### src/rtl/hazard_control.sv
// Hazard and sequencing controller for the five-stage core: load-use stalls,
// taken-branch flushes, memory-wait stalls, plus saturating stall/flush counters.
module hazard_control #(
  parameter int FLUSH_CYCLES = 1,
  parameter int CNT_W        = 16
) (
  input  logic             clk,
  input  logic             rst,
  input  logic [4:0]       dec_rs1,
  input  logic [4:0]       dec_rs2,
  input  logic             dec_use_rs1,
  input  logic             dec_use_rs2,
  input  logic             ex_MemRead,
  input  logic [4:0]       ex_RegDest,
  input  logic             ex_branch_taken,
  input  logic             mem_req,
  input  logic             mem_ready,
  input  logic             perf_clr,
  output logic             stall_if,
  output logic             stall_id,
  output logic             stall_ex,
  output logic             bubble_ex,
  output logic             flush_id,
  output logic             flush_ex,
  output logic [1:0]       state,
  output logic [CNT_W-1:0] stall_count,
  output logic [CNT_W-1:0] flush_count
);

  typedef enum logic [1:0] {
    RUN      = 2'd0,
    MEM_WAIT = 2'd1,
    FLUSH    = 2'd2
  } state_t;

  localparam logic [3:0] FLUSH_LOAD = 4'(FLUSH_CYCLES - 1);

  state_t     state_q, state_n;
  logic [3:0] fcnt_q, fcnt_n;
  logic       load_use, mem_stall, flush_evt;

  assign load_use  = ex_MemRead && (ex_RegDest != 5'd0) &&
                     ((dec_use_rs1 && (dec_rs1 == ex_RegDest)) ||
                      (dec_use_rs2 && (dec_rs2 == ex_RegDest)));
  assign mem_stall = mem_req && !mem_ready;

  assign state = rst ? state_q : RUN;

  always_ff @(posedge clk) begin
    if (!rst) begin
      state_q <= RUN;
      fcnt_q  <= 4'd0;
    end else begin
      state_q <= state_n;
      fcnt_q  <= fcnt_n;
    end
  end

  // MEM_WAIT with mem_ready high falls through to the normal RUN priority chain
  always_comb begin
    stall_if  = 1'b0;
    stall_id  = 1'b0;
    stall_ex  = 1'b0;
    bubble_ex = 1'b0;
    flush_id  = 1'b0;
    flush_ex  = 1'b0;
    flush_evt = 1'b0;
    state_n   = state_q;
    fcnt_n    = fcnt_q;
    if (!rst) begin
      flush_id = 1'b1;
      flush_ex = 1'b1;
      state_n  = RUN;
      fcnt_n   = 4'd0;
    end else begin
      case (state_q)
        RUN, MEM_WAIT: begin
          if ((state_q == RUN && mem_stall) || (state_q == MEM_WAIT && !mem_ready)) begin
            stall_if = 1'b1;
            stall_id = 1'b1;
            stall_ex = 1'b1;
            state_n  = MEM_WAIT;
          end else if (ex_branch_taken) begin
            flush_id  = 1'b1;
            flush_ex  = 1'b1;
            flush_evt = 1'b1;
            if (FLUSH_CYCLES > 1) begin
              fcnt_n  = FLUSH_LOAD;
              state_n = FLUSH;
            end else begin
              state_n = RUN;
            end
          end else begin
            state_n = RUN;
            if (load_use) begin
              stall_if  = 1'b1;
              stall_id  = 1'b1;
              bubble_ex = 1'b1;
            end
          end
        end
        FLUSH: begin
          flush_id = 1'b1;
          if (mem_stall) begin
            stall_if = 1'b1;
            stall_id = 1'b1;
            stall_ex = 1'b1;
          end else begin
            fcnt_n = fcnt_q - 4'd1;
            if (fcnt_q <= 4'd1) state_n = RUN;
          end
        end
        default: state_n = RUN;
      endcase
    end
  end

  // Clear beats increment; both counters stick at all-ones
  always_ff @(posedge clk) begin
    if (!rst || perf_clr) begin
      stall_count <= '0;
      flush_count <= '0;
    end else begin
      if (stall_if && (stall_count != '1)) stall_count <= stall_count + CNT_W'(1);
      if (flush_evt && (flush_count != '1)) flush_count <= flush_count + CNT_W'(1);
    end
  end

endmodule

### config.mk
export PLATFORM = sky130hd
export DESIGN_NAME = hazard_control
export DESIGN_NICKNAME = d
export VERILOG_FILES = /design/src/rtl/hazard_control.sv
export SDC_FILE = /design/constraint.sdc
export NUM_CORES = 1
export LEC_CHECK = 0
export BUFFER_PORTS_ARGS = -buffer_cell sky130_fd_sc_hd__buf_2
export CORE_MARGIN = 1.5
export CORE_UTILIZATION = 45
export CTS_BUF_LIST = sky130_fd_sc_hd__clkbuf_4 sky130_fd_sc_hd__clkbuf_8
export DETAILED_ROUTE_END_ITERATION = 10
export PLACE_DENSITY = 0.78
export SETUP_SLACK_MARGIN = 0.4
export SYNTH_ARGS = -nofsm -noshare
export SYNTH_HDL_FRONTEND = slang
export SYNTH_SLANG_ARGS = --single-unit
### constraint.sdc
create_clock -name clk -period 3.9 [get_ports clk]
set_clock_uncertainty 0.15 [all_clocks]
set_input_delay 0.78 -clock clk [delete_from_list [all_inputs] [get_ports clk]]
set_output_delay 0.78 -clock clk [all_outputs]
set_load 0.01 [all_outputs]
==> reports/qor.tcl, run 1 <==
set qor(htree_levels) 2
set qor(num-nets-final) 308
set qor(share_of_the_synthesized_area_in_the_top_cell_type_pct) 37.1
set qor(area_delta_synth_final_pct) 23.6
set qor(r2r_slack_ps) 1470
set qor(num_rows) 22
set qor(crit_path_start_kind) {input pin}
set qor(antenna_left) 0
set qor(postSynthRegisterBits) 33
set qor(yosysSeqAreaShare_pct) 37.1
set qor(post_place_worst_slack_ps) 958
set qor(asyncSetResetFlopFracSynth_pct) 0
set qor(critical_path_buf_inv_count) 3
set qor(final_max_slew_viol_count) 0
set qor(cts_tree) {built}
set qor(antenna_cells) 0
set qor(cts_post_setup_buffers_inserted) 0
set qor(critical_path.reg2reg.startpoint) {stall_count[0]}
set qor(synth_cell_types) 38
set qor(worstReg2RegEnd) {stall_count[13]}
set qor(final_layout_size_suffix_gt1_share_pct) 26.5
set qor(globalplace.congestion) 0.832
set qor(io_pins) 64
set qor(arrival_time_at_the_worst_endpoint_ps) 2000
set qor(route.detailed.wl_per_inst_um) 12.5
set qor(synth.net_count) 246
set qor(critical_path_max_stage_delay_ps) 380
set qor(layout_setup_ws_ps) 971
set qor(setup_repair_after_global_routing_missed_its_margin) {false}
set qor(post_synth_main_area_contributors) {dfxtp_1 37%, xnor2_1 8.9%, nor2_1 5.5%}
set qor(initial_utilization_pct) 47.9
set qor(worst_slew_pin_slew_ps) 657
set qor(fin_crit_sh_pct) 75.1
set qor(path_max_fanout) 7
set qor(critical_path.slowest_cell) {a21oi_1}
set qor(overflow_left_after_global_routing) 0
set qor(share_of_synthesized_cell_area_in_full_adder_half_adder_and_majority_cells_pct) 1.41
set qor(first_pass_grt_wire_length_um) 6820
set qor(post_synthesis_share_of_cell_area_spent_on_xor_and_xnor_gates_pct) 12.3
set qor(critPathMostFrequentCell) {buf_2}
set qor(worst_path_dominant_cell_family) {compound AO/OA/AOI/OAI gates}
set qor(synth_enable_flop_cells) 0
set qor(crit_required_ps) 2970
set qor(die_width_um) 65.9
set qor(viasPerCell) 5.32
set qor(fin_tns_setup_ps) 0
set qor(dr_total_vias) 1762
set qor(cts_buffers) 5
set qor(grt_antenna_before_repair) 0
set qor(synthSimpleGateAreaFrac_pct) 29.4
set qor(synthesis.instances) 220
set qor(crit_path_start) {ex_RegDest[0]}
set qor(compound_gate_fraction_of_synth_area_pct) 13.7
set qor(timing.hold.worst.class) {reg -> reg}
set qor(io_buffers) 62
set qor(die_h_um) 65.9
set qor(depth_of_the_worst_register_to_register_path) 6
set qor(detailedRoute.firstIterationViolations) 89
set qor(slew_headroom_pct) 55.7
set qor(synth_top_area_cell) {dfxtp_1}
set qor(pwr_density_cell_mw_per_mm2) 301
set qor(post-route-min-period_ps) 2930
set qor(floorplan.core_area_mm2) 0.00372
set qor(area_taken_by_multi_input_logic_gates_mm2) 0.00103
set qor(clock_path_buffers) 2
set qor(synth_area_per_cell_um2) 8.09
set qor(die-area_mm2) 0.00434
set qor(fmax_mhz) 341
set qor(path_class) {in -> out}
set qor(seqCellArea_um2) 661
set qor(worstSetupEndpoint) {stall_id}
set qor(worstPathCellList) {buf_2 -> nor3_1 -> a211oi_2 -> a21oi_1 -> inv_1 -> buf_2}
set qor(cts_sinks) 33
set qor(hpwl_after_dpl_um) 3030
set qor(clk-insertion-delay-late_ps) 280
set qor(synthFlopType) {dfxtp_1}
set qor(hold_viol_final) 0
set qor(nature_of_the_critical_path_endpoint) {output port}
set qor(path_depth) 6
set qor(ctsRootBufferMaster) {clkbuf_8}
set qor(detailed_route_wl_um) 4120
set qor(run_status) {finished clean}
set qor(detail_route.drc_violations) 0
set qor(track_usage_pct) 20.1
set qor(first_global_vias) 1602
set qor(mappedNetlistArea_mm2) 0.00178
set qor(combinational_family_with_the_most_area_after_synthesis) {simple AND/OR/NAND/NOR gates}
set qor(layout.filler_cells) 346
set qor(synth_mux_area_share_pct) 1.13
set qor(timing.final.setup_violations) 0
set qor(synthesis.yosys.warnings) 0
set qor(vdd.ir_drop.worst_uv) 168
set qor(leakage_power_nw) 0.884
set qor(grt_max_degree) 32
set qor(clk_pin_slew_worst_paths_ps) 60
set qor(cts.hold.buffers_added) 0
set qor(post_cts.resized_instances) 0
set qor(max_cap_violations) 0
set qor(dr.pass1.iters) 4
## Yosys cell counts, drive strengths merged (2+ instances only)
cell type / count
o21bai: 2
buf: 5
o21ai: 10
or3: 10
nand2: 16
ha: 2
or4: 5
and2: 2
xnor2: 18
nor3: 4
inv: 9
a21oi: 15
o31ai: 6
dfxtp: 33
nor2: 26
clkbuf: 3
and4: 2
mux2i: 2
nand3: 16
nor4: 2
xor2: 7
and3: 5
nand4: 8
## power by group
group          internal [mW]  switching, mW  total, mW  leakage (nW)
logic                 0.0258         0.0316     0.0575         0.568
registers              0.338        0.00101      0.339         0.266
clock network          0.148          0.118      0.265        0.0498
total                  0.511          0.150      0.662         0.884
## registers in the layout, indices dropped and copies added (netlist names)
signal	cells
flush_count	16
state_q	1
stall_count	16
## worst min-delay path by stage
stage / from / cells after the start / endpoint / slack, ps
after floorplan: stall_count[4] / 2 / stall_count[4] / 360
after global placement: flush_count[13] / 2 / flush_count[13] / 340
after detailed placement: flush_count[13] / 2 / flush_count[13] / 340
after CTS: flush_count[13] / 2 / flush_count[13] / 360
after global routing: stall_count[11] / 2 / stall_count[11] / 400
final: flush_count[13] / 2 / flush_count[13] / 350
## layout make-up
type | count | area share, %
clock buffers | 8 | 4.15
inverters | 9 | 1.54
multi-input cells | 170 | 47.1
well taps | 48 | 2.73
repair buffers | 63 | 14.5
flip-flops and latches | 33 | 30.1
## layer usage
layer	up-vias	track usage (%)	share of wire (%)
met2	63	32.8	43
met4	0	9.38	1.3
met1	792	25.1	48
met3	4	4.26	7.5
li1	903	-	-
met5	-	0	0
## logic make-up after synthesis
| group | count (synthesis) |
|---|---|
| compound gates | 39 |
| xor+xnor | 25 |
| fa+ha+maj | 2 |
| buf+inv | 17 |
| flops | 33 |
| mux | 2 |
| other cells | 1 |
| simple gates | 101 |
## cell usage in the layout, fill, tap and decap left out, types with 2 or more instances in the layout
cell and n:
nor3_1 4, and2_1 2, nor2_1 26, clkbuf_4 3, o21bai_1 2, and4_1 2
xnor2_1 18, buf_2 62, nor4_1 2, nand3_1 16, o21ai_0 10, and3_1 5
a21oi_1 15, clkbuf_8 5, mux2i_1 2, nand4_1 8, o31ai_1 6, nand2_1 15
ha_1 2, or4_1 5, inv_1 9, or3_1 10, dfxtp_1 33, xor2_1 7
## stage by stage
stage | utilization [%] | std cells | hold slack, ps | total power, mW | instance area, um^2
CTS | 59.2 | 331 | 355 | 0.667 | 2200
global route | 59.2 | 331 | 396 | 0.688 | 2200
floorplan | - | 220 | 360 | 0.381 | 1780
detailed placement | 56.7 | 323 | 344 | 0.404 | 2110
finish | 59.2 | 331 | 354 | 0.662 | 2200
global placement | 56.7 | 323 | 336 | 0.403 | 2110
## worst reg2reg max path: cells and delay by family (launching register included)
kind / cells / cell delay, ps
simple gates: 3 / 1240
flops: 1 / 370
compound gates: 2 / 320
fa+ha+maj: 1 / 280
(Power assumes the default switching activity.)
==> run 2: changes to the inputs <==
==> constraint.sdc (replaced) <==
create_clock -name clk -period 2.8 [get_ports clk]
set_clock_uncertainty 0.15 [all_clocks]
set_input_delay 0.56 -clock clk [delete_from_list [all_inputs] [get_ports clk]]
set_output_delay 0.56 -clock clk [all_outputs]
set_load 0.01 [all_outputs]
==> reports/qor.tcl, run 2 (synthesis gave the netlist of run 1 again) <==
set qor(run_status) {finished clean}
set qor(cts_buffers) 5 ;# unchanged
set qor(arrival_time_at_the_worst_endpoint_ps) 1600 ;# -400 ps
set qor(hold_viol_final) 0 ;# unchanged
set qor(detailedRoute.firstIterationViolations) 100 ;# +12%
set qor(detailed_route_wl_um) 4110 ;# -0.41%
set qor(hpwl_after_dpl_um) 3080 ;# +1.6%
set qor(initial_utilization_pct) 47.9 ;# unchanged
set qor(clk_pin_slew_worst_paths_ps) 60 ;# about the same
set qor(grt_max_degree) 32 ;# unchanged
set qor(route.detailed.wl_per_inst_um) 12.3 ;# -1.0%
set qor(pwr_density_cell_mw_per_mm2) 413 ;# +37%
set qor(setup_repair_after_global_routing_missed_its_margin) {false}
set qor(dpl-instance-area_mm2) 0.00211 ;# +0.36%
set qor(leakage_power_nw) 0.897 ;# +1.5%
set qor(ctsRootBufferMaster) {clkbuf_8}
set qor(htree_levels) 2 ;# unchanged
set qor(viasPerCell) 5.35 ;# +0.58%
set qor(most_common_cell_after_layout_fill_and_taps_aside) {buf_2}
set qor(power.share.sequential_pct) 51.3 ;# about the same
set qor(layout_top_registers) {flush_count (16), stall_count (16), state_q (1)}
set qor(dr.pass1.iters) 4 ;# unchanged
set qor(grt_antenna_before_repair) 0 ;# unchanged
set qor(first_pass_grt_wire_length_um) 6730 ;# -1.4%
set qor(crit_path_start_kind) {input pin}
set qor(clk-insertion-delay-late_ps) 280 ;# about the same
set qor(final_core_utilization_pct) 60.1 ;# +0.91 points
set qor(io_pins) 64 ;# unchanged
set qor(first_global_vias) 1586 ;# -1.0%
set qor(die-area_mm2) 0.00434 ;# unchanged
set qor(clock_path_buffers) 2 ;# unchanged
set qor(slew_headroom_pct) 59.7 ;# +3.9 points
set qor(p_switching_mw) 0.208 ;# +38%
set qor(die_width_um) 65.9 ;# unchanged
set qor(stdcell_area_mm2) 0.00223 ;# +1.5%
set qor(timing.final.setup_violations) 0 ;# unchanged
set qor(timing.hold.worst.class) {reg -> reg}
set qor(area_delta_synth_final_pct) 25.5
set qor(crit_required_ps) 2090 ;# -880 ps
set qor(cts_tree) {built}
set qor(nature_of_the_critical_path_endpoint) {output port}
set qor(antenna_left) 0 ;# unchanged
set qor(power.share.switching_pct) 22.5 ;# -0.19 points
set qor(final_cell_mix) {62 x buf_2, 33 x dfxtp_1, 26 x nor2_1}
set qor(die_h_um) 65.9 ;# unchanged
set qor(pwr-share-clk_pct) 39.6 ;# -0.5 points
set qor(overflow_left_after_global_routing) 0 ;# unchanged
set qor(num-nets-final) 311 ;# +0.97%
set qor(path_max_fanout) 4 ;# -3
set qor(antenna_cells) 0 ;# unchanged
set qor(final_max_slew_viol_count) 0 ;# unchanged
set qor(fmax_mhz) 432
set qor(max_cap_violations) 0 ;# unchanged
set qor(post-route-min-period_ps) 2310
set qor(globalplace.congestion) 0.829 ;# -0.40%
set qor(floorplan.core_area_mm2) 0.00372 ;# unchanged
set qor(layout_setup_ws_ps) 487 ;# -484 ps
set qor(final_layout_size_suffix_gt1_share_pct) 28.1 ;# +1.6 points
set qor(fin_tns_setup_ps) 0 ;# unchanged
set qor(post_place_worst_slack_ps) 284 ;# -674 ps
set qor(power.share.combinational_pct) 9.2 ;# +0.5 points
set qor(track_usage_pct) 20.0 ;# -0.065 points
set qor(detail_route.drc_violations) 0 ;# unchanged
set qor(fin_crit_sh_pct) 82.6
set qor(path_class) {in -> out}
set qor(vdd.ir_drop.worst_uv) 222 ;# +32%
set qor(dr_total_vias) 1783 ;# +1.2%
set qor(worst_slew_pin_slew_ps) 599 ;# -58.6 ps
set qor(num_rows) 22 ;# unchanged
set qor(cts_sinks) 33 ;# unchanged
set qor(int_power_mw) 0.714 ;# +40%
set qor(io_buffers) 62 ;# unchanged
==> run 2: critical path, stage by stage <==
cell	delay [ps]
buf_2	130
xnor2_1	160
nand4_1	160
o22ai_2	230
a21oi_2	100
inv_1	120
buf_2	140
==> run 2: repair_timing <==
action	CTS	global route
hold buffers	0	0
gates cloned	0	0
pin swaps	0	1
setup endpoints to repair	2	3
setup buffers	0	2
resized for setup	1	2
==> run 2: layout make-up <==
| cell class | count | area (um^2) |
|---|---|---|
| clock buffer | 7 | 90.1 |
| tap | 48 | 60.1 |
| timing repair buffer | 66 | 340 |
| sequential | 33 | 661 |
| multi-input combinational | 170 | 1050 |
| fill | 342 | 1480 |
| inverter | 9 | 33.8 |
==> run 2: per-layer routing <==
metal	track usage [%]	vias up	wire length [um]
met3	4.26	4	343
li1	-	906	-
met2	32.6	70	1860
met4	9.90	0	61
met1	24.9	803	1840
met5	0	-	0
==> run 2: worst paths after layout <==
path	from	to	slack, ps	depth (start not counted)
min reg2reg	flush_count[13]	flush_count[13]	350	2
max	ex_RegDest[4]	stall_if	490	7
min	flush_count[13]	flush_count[13]	350	2
max reg2reg	stall_count[0]	stall_count[5]	610	7
==> run 2: power by group through the flow <==
stage	Clock, mW	Sequential [mW]	Combinational (mW)
3_3_place_gp	0	0.483	0.0786
4_1_cts	0.380	0.472	0.0811
2_1_floorplan	0	0.483	0.0484
6_report	0.365	0.472	0.0847
5_1_grt	0.396	0.472	0.0921
3_5_place_dp	0	0.483	0.0801
==> run 2: per-stage QoR <==
step | instances | hold WS, ps | power (mW)
after floorplan | 220 | 360 | 0.531
after global placement | 324 | 336 | 0.561
after detailed placement | 324 | 345 | 0.563
after CTS | 331 | 356 | 0.934
after global routing | 333 | 400 | 0.960
final | 333 | 352 | 0.922
